`config.mk`:
```
export PLATFORM = sky130hd
export DESIGN_NAME = inv_subbytes_collector
export DESIGN_NICKNAME = d
export VERILOG_FILES = /design/src/rtl/inv_subbytes_collector.sv
export SDC_FILE = /design/constraint.sdc
export NUM_CORES = 1
export LEC_CHECK = 0
export ABC_AREA = 1
export BUFFER_PORTS_ARGS = -buffer_cell sky130_fd_sc_hd__buf_2
export CAP_MARGIN = 20
export CORE_ASPECT_RATIO = 0.5
export CORE_MARGIN = 1.5
export CORE_UTILIZATION = 45
export CTS_CLUSTER_SIZE = 28
export DETAILED_ROUTE_END_ITERATION = 10
export PLACE_DENSITY = 0.74
export SETUP_SLACK_MARGIN = 0.05
export SLEW_MARGIN = 15
export SYNTH_ARGS = -nofsm -noshare
export SYNTH_HDL_FRONTEND = slang
export SYNTH_SLANG_ARGS = --single-unit
```
`constraint.sdc`:
```
create_clock -name clk -period 13.4 [get_ports clk]
set_input_delay 0.67 -clock clk [delete_from_list [all_inputs] [get_ports clk]]
set_output_delay 0.67 -clock clk [all_outputs]
set_load 0.05 [all_outputs]
```
`src/rtl/inv_subbytes_collector.sv`:
```
// Packs a stream of inverse S-box result bytes, MSB byte first, into NBYTES-wide
// state words. The accumulator is double-buffered against the output register.
module inv_subbytes_collector #(
    parameter int NBYTES = 16
) (
    input  logic                  clk,
    input  logic                  rst,
    input  logic [7:0]            in_byte,
    input  logic                  in_valid,
    output logic                  in_ready,
    input  logic                  flush,
    output logic [8*NBYTES-1:0]   out_state,
    output logic                  out_valid,
    input  logic                  out_ready,
    output logic [4:0]            fill_count
);

    localparam int          W    = 8 * NBYTES;
    localparam int          IW   = (W > 1) ? $clog2(W) : 1;
    localparam logic [4:0]  LAST = 5'(NBYTES - 1);

    logic [4:0]    fill_q, fill_d;
    logic [W-1:0]  acc_q, acc_d;
    logic [W-1:0]  state_q, state_d;
    logic          valid_q, valid_d;
    logic [IW-1:0] idx_s;
    logic [W-1:0]  full_s;
    logic          accept_s;
    logic          last_s;

    // Back-pressure only when the final byte would overwrite an untaken word.
    always_comb begin
        if (flush) begin
            in_ready = 1'b0;
        end else if ((fill_q == LAST) && valid_q && !out_ready) begin
            in_ready = 1'b0;
        end else begin
            in_ready = 1'b1;
        end
    end

    // Byte lane for the current fill position and the word it would complete.
    always_comb begin
        idx_s            = IW'(W - 8 - 8 * int'(fill_q));
        full_s           = acc_q;
        full_s[idx_s +: 8] = in_byte;
        accept_s         = in_valid && in_ready;
        last_s           = accept_s && (fill_q == LAST);
    end

    // Next-state for the accumulator and the output buffer.
    always_comb begin
        fill_d  = fill_q;
        acc_d   = acc_q;
        state_d = state_q;
        valid_d = valid_q;
        if (flush) begin
            fill_d = 5'd0;
            acc_d  = {W{1'b0}};
        end else if (last_s) begin
            fill_d  = 5'd0;
            acc_d   = {W{1'b0}};
            state_d = full_s;
        end else if (accept_s) begin
            fill_d = fill_q + 5'd1;
            acc_d  = full_s;
        end else begin
            fill_d = fill_q;
        end
        if (last_s) begin
            valid_d = 1'b1;
        end else if (valid_q && out_ready) begin
            valid_d = 1'b0;
        end else begin
            valid_d = valid_q;
        end
    end

    // State registers.
    always_ff @(posedge clk or posedge rst) begin
        if (rst) begin
            fill_q  <= 5'd0;
            acc_q   <= {W{1'b0}};
            state_q <= {W{1'b0}};
            valid_q <= 1'b0;
        end else begin
            fill_q  <= fill_d;
            acc_q   <= acc_d;
            state_q <= state_d;
            valid_q <= valid_d;
        end
    end

    assign out_state  = state_q;
    assign out_valid  = valid_q;
    assign fill_count = fill_q;

endmodule

```
==> results.toml, run 1 <==
[global_routing]
grt_max_degree = 119
grt_pass1_wl_um = 55500
antenna_found_initial = 1
grtUsageTotal_pct = 23.8
grt.overflow.total = 0
grt_pass1_vias = 10500

[critical_path]
reg2reg_from = "fill_count[1]"
worst_ep_required_time_ps = 13850
crit_fanout = 97
reg2reg_slack_ps = 10050
r2r-end = "acc_q[59]"
start_kind = "flip-flop"
endpoint_kind = "flip-flop"
critPathArrivalTime_ps = 3800
worstSetupPathType = "reg2reg"
r2r_cells = 8
crit_start = "fill_count[1]"

[clocking]
cts.sinks = 262
cts_tree = "done"
htreeDepth = 1
post_cts_buffers = 0
clock_path_buffers = 3
cts_made_buffers = 25
cts_root_buffer = "clkbuf_16"
cts_resized = 0
postCtsHoldBufs = 0
clkTransAtPathRegs_ps = 70
worst_skew_pair.late_latency_ps = 520

[detailed_routing]
drc = 0
via_count = 11300
vias_per_cell = 5.28
met1_length_um = 15800
dr_wl_met2_um = 15100
routedWlPerCell_um = 16.0
drtPass1Iterations = 8
met3_length_um = 2490
totalWireLength_um = 34300
drt_iter0_markers = 1140
top_layer = "met4"
antenna_left = 0

[synth]
syn_area_per_cell_um2 = 7.69
synth_seq_cells = 262
syn_nets = 1662
syn_area_um2 = 12700
seq_area_frac_synth_pct = 51.8
ys_types = 24
netlist_instances = 1646
ys_warn_count = 0

[floorplanning]
die_area_um2 = 29200
start_util_pct = 45.8
fp.coreArea_um2 = 27700
fp.dieW_um = 240
rows = 43
io_pins = 148
die_h_um = 122

[pwr]
p_leak_uw = 0.00850
ir_worst_vdd_v = 0.0000877
cellPowerDensity_nw_per_um2 = 119
finalPower_uw = 1710

[sta]
fin_crit_sh_pct = 25.0
setup_viol = 0
tightest_slew_ps = 1120
slew_headroom_pct = 25.4
slew_violations = 0
hold_violations = 0
period_needed_ps = 3350
whs_ps = 275
fin_tns_setup_ps = 0
skew_ps = 12.7
fmax_mhz = 299
rsz0062_at_grt = "false"

[job]
maxCapViolCount = 0

[placement]
dp_hpwl_um = 21900
placement.io_buffers = 147
gp_congestion = 0.903

[hold_path]
hp-class = "in2async"

[cells_and_area]
final_common_cell = "nand2_1"
layout.nets = 1758
final_cell_mix = "nand2_1, nand3_1, dfrtp_1"
drive_gt1_share_pct = 13.2
synthToLayoutAreaGrowth_pct = 13.5
fill_cells = 2636

[status]
outcome = "completed"
-- worst max-delay path, stage by stage (launching register included) --
cell and delay, ps:
dfrtp_1 530, ha_1 250, nand2_2 100, nor2_2 150
nand2_2 100, o211ai_4 820, buf_4 930, nand3_1 190
nand2_1 140
-- worst max-delay path by stage --
stage / endpoint / slack [ps]
3_5_place_dp: out_state[60] / 10080
3_3_place_gp: acc_q[108] / 10070
4_1_cts: acc_q[59] / 10120
5_1_grt: acc_q[2] / 9840
2_1_floorplan: acc_q[0] / 5520
6_report: acc_q[59] / 10050
-- report_power, final --
part	switching, uW	internal [uW]	leakage [uW]
Clock	304	463	0.000441
Sequential	6.20	800	0.00365
Combinational	111	23.6	0.00441
Total	421	1290	0.00850
-- synthesized netlist by cell type --
| master | number | area (um^2) |
|---|---|---|
| nand2_1 | 609 | 2290 |
| nand3_1 | 456 | 2280 |
| dfrtp_1 | 262 | 6560 |
| inv_1 | 154 | 578 |
| buf_2 | 24 | 120 |
| clkbuf_1 | 24 | 90.1 |
| nor2_1 | 19 | 71.3 |
| buf_4 | 16 | 120 |
| buf_1 | 12 | 45.0 |
| buf_6 | 11 | 124 |
| inv_2 | 11 | 41.3 |
| nand2_2 | 10 | 62.6 |
| nand4_1 | 10 | 62.6 |
| o21ai_0 | 8 | 40.0 |
| nor2_2 | 6 | 37.5 |
| ha_1 | 3 | 37.5 |
| a21oi_1 | 2 | 10.0 |
| clkinv_1 | 2 | 7.51 |
| nor2_8 | 2 | 40.0 |
| a211oi_1 | 1 | 7.51 |
| nand3_2 | 1 | 10.0 |
| nor2_4 | 1 | 11.3 |
| o211ai_2 | 1 | 12.5 |
| or2_2 | 1 | 6.26 |
-- cell type report --
cell class	instances	area, um^2	area share (%)
clock inverters	9	155	1.08
clock buffers	35	743	5.17
flip-flops and latches	262	6560	45.6
repair buffers	156	803	5.59
inverters	167	638	4.44
well taps	382	478	3.33
diodes	1	2.50	0.0174
multi-input cells	1130	4990	34.7
-- flip-flops by register name, summed over array words and instances (netlist names) --
register	cells
fill_count	5
out_state	128
out_valid	1
acc_q	128
-- layer usage --
layer / GRT usage, % / up-vias
met5: 0 / -
met4: 6.56 / 0
met3: 4.03 / 56
met2: 36.1 / 410
met1: 35.4 / 5391
li1: - / 5446
-- per-stage QoR --
stage	setup WS, ps	util (%)	area [um^2]	instances
floorplan	5520	-	12700	1646
global placement	10070	48.7	13500	2097
detailed placement	10080	48.7	13500	2097
CTS	10120	51.9	14400	2141
global route	9840	51.9	14400	2142
finish	10050	51.9	14400	2142
-- cells by family (layout without fill, tap and decap cells) --
kind of cell | after synthesis | in the layout | synth area share, %
flops | 262 | 262 | 51.8
compound gates | 12 | 12 | 0.553
simple gates | 1115 | 1115 | 38.5
buf+inv | 254 | 367 | 8.90
other cells | 0 | 1 | 0
fa+ha+maj | 3 | 3 | 0.297
No activity file was read; power rests on OpenSTA's default activity.
==> run 2, diff against run 1 <==
--- a/config.mk
+++ b/config.mk
@@ -5,7 +5,7 @@
 export SDC_FILE = /design/constraint.sdc
 export NUM_CORES = 1
 export LEC_CHECK = 0
-export ABC_AREA = 1
+export ABC_AREA = 0
 export BUFFER_PORTS_ARGS = -buffer_cell sky130_fd_sc_hd__buf_2
 export CAP_MARGIN = 20
 export CORE_ASPECT_RATIO = 0.5
@@ -13,7 +13,7 @@
 export CORE_UTILIZATION = 45
 export CTS_CLUSTER_SIZE = 28
 export DETAILED_ROUTE_END_ITERATION = 10
-export PLACE_DENSITY = 0.74
+export PLACE_DENSITY = 0.75
 export SETUP_SLACK_MARGIN = 0.05
 export SLEW_MARGIN = 15
 export SYNTH_ARGS = -nofsm -noshare
==> constraint.sdc (replaced) <==
create_clock -name clk -period 3.1 [get_ports clk]
set_input_delay 0.155 -clock clk [delete_from_list [all_inputs] [get_ports clk]]
set_output_delay 0.155 -clock clk [all_outputs]
set_load 0.05 [all_outputs]
==> run 2 against run 1 <==
Critical path depth is 2 lower. First-iteration DRC count down 42%. Hold slack worse by 250 ps. Clock skew is 12 ps higher. Combinational power increased to 2.7 times the previous value. Core utilization up 2.0 points. Worst setup slack worse by 9800 ps. Die area decreased by 12%. Highest routed layer unchanged. Fmax grew 16%. Via count decreased by 30%. Routed wire length shrank 19%.
==> results.toml, run 2 <==
[status]
outcome = "completed"

[clocking]
cts_resized = 0
clkTransAtPathRegs_ps = 70
cts_root_buffer = "clkbuf_16"
cts_tree = "done"
clock_path_buffers = 3
cts_made_buffers = 24
cts.sinks = 262
worst_skew_pair.late_latency_ps = 530
htreeDepth = 1

[detailed_routing]
via_count = 7926
met3_length_um = 1710
drc = 0
totalWireLength_um = 27900
dr_wl_met2_um = 13100
vias_per_cell = 5.74
drt_iter0_markers = 658
met1_length_um = 12500
drtPass1Iterations = 5
antenna_left = 0
top_layer = "met4"
routedWlPerCell_um = 20.2

[critical_path]
worstSetupPathType = "reg2reg"
path_cells = "ha_1 > buf_4 > and2b_1 > a21oi_1 > o311ai_0 > o211ai_1"
endpoint_kind = "flip-flop"
start_kind = "flip-flop"
max_stage_delay_ps = 900
critPathArrivalTime_ps = 3320
crit_fanout = 16
cp_slowest_cell = "a21oi_1"
worst_ep_required_time_ps = 3540

[synth]
synth_compound_area_share_pct = 15.0
synthArstFlopShare_pct = 100
syn_area_um2 = 11200
synth.mux.area_fraction_pct = 11.3
ys_types = 60
synth_seq_cells = 262
synth_ff_type = "dfrtp_1"
synthAdderAreaFrac_pct = 0.336
syn_area_per_cell_um2 = 12.3
yosys.area.top_type = "dfrtp_1"
synth_top_family_by_area = "compound AO/OA/AOI/OAI gates"
synth_most_common_cell = "dfrtp_1"
synth_xor_xnor_area_share_pct = 0
ys_warn_count = 0
synth_area_leaders = "dfrtp_1, mux2_2, a22o_1"
netlist_instances = 905
synth_common_cells = "dfrtp_1, nand2_1, mux2_2, a22o_1, nand3_1"
seq_area_frac_synth_pct = 58.7
synth_simple_gate_area_share_pct = 10.6
synth.top_cell.area_share_pct = 58.7
syn_nets = 921
synth-edff-count = 0

[pwr]
cellPowerDensity_nw_per_um2 = 539
ir_worst_vdd_v = 0.000348
p_leak_uw = 0.00651

[cells_and_area]
final_common_cell = "dfrtp_1"
synthToLayoutAreaGrowth_pct = 16.7
drive_gt1_share_pct = 29.7
n_antenna_cell = 0
layout.nets = 1042
final_util_pct = 53.9
layoutNonFillerInstCount = 1380
final_cell_mix = "dfrtp_1, buf_2, nand2_1"

[placement]
dp_hpwl_um = 18300
dp_slack_ps = 267
placement.io_buffers = 147
gp_congestion = 0.866
placed_cells = 1332

[hold_path]
hp-class = "in2reg"

[sta]
hold_violations = 0
whs_ps = 26.1
fin_crit_sh_pct = 92.8
period_needed_ps = 2880
layout_setup_ws_ps = 222
skew_ps = 24.6
setup_viol = 0
fin_tns_setup_ps = 0
fmax_mhz = 347
slew_violations = 0
tightest_slew_ps = 1120
rsz0062_at_grt = "false"
slew_headroom_pct = 25.6

[global_routing]
grt.overflow.total = 0
grt_pass1_vias = 7939
grtUsageTotal_pct = 21.8
grt_pass1_wl_um = 44500
grt_max_degree = 146
antenna_found_initial = 0

[floorplanning]
fp.dieW_um = 226
die_h_um = 114
io_pins = 148
die_area_um2 = 25800
start_util_pct = 46.2
fp.coreArea_um2 = 24200
rows = 40

[job]
maxCapViolCount = 0
## run 2: final cells by class
type,count,area [um^2]
clock buffer,29,639
fill,1995,11100
tap,336,420
multi-input combinational,549,4160
inverter,22,86.3
sequential,262,6560
clock inverter,15,225
timing repair buffer,167,946
## run 2: final timing paths
kind | cells past startpoint | slack [ps] | startpoint | endpoint
max reg2reg | 6 | 220 | fill_count[1] | acc_q[15]
min reg2reg | 2 | 470 | out_state[57] | out_state[57]
min | 3 | 30 | in_valid | fill_count[4]
max in group asynchronous | 4 | 2100 | rst | out_state[89]
min in group asynchronous | 4 | 370 | rst | out_state[39]
max | 6 | 220 | fill_count[1] | acc_q[15]
## run 2: power breakdown
group / internal (uW) / switching [uW] / leakage (uW)
registers: 3430 / 12.6 / 0.00366
clock network: 1900 / 1320 / 0.000426
logic: 72.8 / 290 / 0.00243
## run 2: metrics by stage
step	power [uW]	instance area, um^2
4_1_cts	7060	13000
5_1_grt	7230	13000
6_report	7030	13000
3_5_place_dp	3860	12100
2_1_floorplan	3750	11200
3_3_place_gp	3850	12100
## run 2: what timing repair did
item | CTS | global route
setup buffers | 0 | 0
hold buffers | 4 | 0
endpoints found under the hold margin | 264 | 0
## run 2: kinds of logic after synthesis
kind of cell / Yosys count
buf+inv: 94
flops: 262
simple gates: 223
mux: 113
compound gates: 210
fa+ha+maj: 3
## run 2: per-layer routing
layer  vias up  global-route usage (%)
met5         -                       0
met4         0                    6.80
met3        49                    4.18
met2       274                    34.6
met1      4018                    30.7
li1       3585                       -
## run 2: worst max-delay path: cells and delay by family, from the launching register on
| family | cells | cell delay [ps] |
|---|---|---|
| adder cells (fa/ha/maj) | 1 | 410 |
| AND/OR/NAND/NOR | 1 | 260 |
| AO/OA/AOI/OAI | 3 | 1350 |
| flip-flops | 1 | 530 |
| buffers and inverters | 1 | 220 |
==> run 3, diff against run 2 <==
--- a/config.mk
+++ b/config.mk
@@ -10,10 +10,10 @@
 export CAP_MARGIN = 20
 export CORE_ASPECT_RATIO = 0.5
 export CORE_MARGIN = 1.5
-export CORE_UTILIZATION = 45
+export CORE_UTILIZATION = 58
 export CTS_CLUSTER_SIZE = 28
 export DETAILED_ROUTE_END_ITERATION = 10
-export PLACE_DENSITY = 0.75
+export PLACE_DENSITY = 0.9
 export SETUP_SLACK_MARGIN = 0.05
 export SLEW_MARGIN = 15
 export SYNTH_ARGS = -nofsm -noshare
==> run 3 against run 2 <==
Count of clock-buffer cells in the layout is 5 higher. Die area decreased by 22%. Routed wire length rose by 5.0%. Largest cell class unchanged. Highest routed layer unchanged.
==> results.toml, run 3 (synthesized netlist as in run 2, its figures left out) <==
[status]
outcome = "completed"

[placement]
placement.io_buffers = 147
dp_slack_ps = 375
placed_cells = 1265
gp_congestion = 0.902
dp_hpwl_um = 18900

[critical_path]
start_kind = "flip-flop"
worstSetupPathType = "reg2reg"
endpoint_kind = "flip-flop"
cp.depth = 7
cp_top_family = "compound AO/OA/AOI/OAI gates"
cp_slowest_cell = "ha_1"
crit_path_end = "acc_q[7]"
crit_start = "fill_count[1]"
cp_num_buf_inv = 2
reg2reg_from = "fill_count[1]"
r2r_cells = 7
worst_ep_required_time_ps = 3560
r2r-end = "acc_q[7]"
path_cells = "inv_1 > ha_1 > nand2b_1 > nor3_1 > buf_4 > o21ai_1 > a22o_1"
reg2reg_slack_ps = 420
critPathArrivalTime_ps = 3140
max_stage_delay_ps = 560
crit_fanout = 16

[sta]
fmax_mhz = 373
slew_violations = 0
slew_headroom_pct = 36.8
period_needed_ps = 2680
setup_viol = 0
rsz0062_at_grt = "false"
fin_crit_sh_pct = 86.5
layout_setup_ws_ps = 417
hold_violations = 0
skew_ps = 21.7
tightest_slew_ps = 946

[clocking]
htreeDepth = 1
cts_made_buffers = 23
cts_tree = "done"
clock_path_buffers = 3
clkTransAtPathRegs_ps = 70
cts_root_buffer = "clkbuf_16"
post_cts_buffers = 0
cts.sinks = 262
worst_skew_pair.late_latency_ps = 520

[global_routing]
grt.overflow.total = 0
antenna_found_initial = 0
grtUsageTotal_pct = 29.9
grt_max_degree = 53
grt_pass1_vias = 8541
grt_pass1_wl_um = 46800

[pwr]
p_leak_uw = 0.00649
ir_worst_vdd_v = 0.000308
cellPowerDensity_nw_per_um2 = 510

[floorplanning]
fp.coreArea_um2 = 18600
io_pins = 148
die_h_um = 101
rows = 35
die_area_um2 = 20200
start_util_pct = 60.0
fp.dieW_um = 199

[cells_and_area]
drive_gt1_share_pct = 30.0
final_common_cell = "dfrtp_1"
final_cell_mix = "dfrtp_1, buf_2, nand2_1"
synthToLayoutAreaGrowth_pct = 15.4
layout.nets = 1049
layoutNonFillerInstCount = 1305
n_antenna_cell = 0

[detailed_routing]
via_count = 8519
drc = 0
antenna_left = 0
drt_iter0_markers = 1246
totalWireLength_um = 29300
vias_per_cell = 6.53
drtPass1Iterations = 8
routedWlPerCell_um = 22.5

[hold_path]
min_path_cells = 3
hp-class = "in2reg"

[job]
maxCapViolCount = 0
==> run 3: area by class of cell <==
cell class / count / area [um^2]
clock inverters: 4 / 26.3
well taps: 259 / 324
inverters: 22 / 86.3
fillers: 1217 / 5710
clock buffers: 34 / 687
repair buffers: 175 / 1050
flip-flops and latches: 262 / 6560
multi-input cells: 549 / 4170
==> run 3: worst register-to-register path, cell delays in order, from the launching register on <==
cell and delay [ps]:
dfrtp_1 550, inv_1 120, ha_1 560, nand2b_1 350, nor3_1 110, buf_4 200
o21ai_1 490, a22o_1 240
==> run 3: per-stage QoR <==
step           hold WS [ps]  util (%)  total power, uW  area [um^2]  TNS, ps
5_1_grt                54.1      69.3             6770        12900        0
2_1_floorplan           228         -             3750        11200  -133760
3_3_place_gp            379      65.3             3860        12200        0
6_report               14.3      69.3             6580        12900        0
3_5_place_dp            398      65.3             3880        12200        0
4_1_cts                5.97      69.3             6590        12900        0
==> run 3: worst min-delay path by stage <==
stage,start,end,slack (ps)
after floorplan,flush,fill_count[2],230
after global placement,rst,out_state[50],380
after detailed placement,rst,out_state[52],400
after CTS,out_ready,out_valid,6
after global routing,out_ready,out_valid,50
final,out_ready,out_valid,10
==> run 3: timing repair <==
action                                 in CTS  in global routing
endpoints found under the hold margin      30                  0
hold buffers                                2                  0
resized for setup                           0                  0
==> run 3: layer usage <==
layer / global-route usage, % / vias up / wire length, um
met5: 0 / - / 0
met4: 13.2 / 0 / 1140
met3: 6.23 / 117 / 2770
met2: 47.0 / 530 / 13900
met1: 40.9 / 4271 / 11500
li1: - / 3601 / -
==> run 3: power by group <==
part	leakage, uW	switching (uW)	internal [uW]	total [uW]
Sequential	0.00366	16.0	3430	3450
Combinational	0.00248	299	82.4	382
Clock	0.000351	1230	1530	2750
Total	0.00649	1540	5040	6580
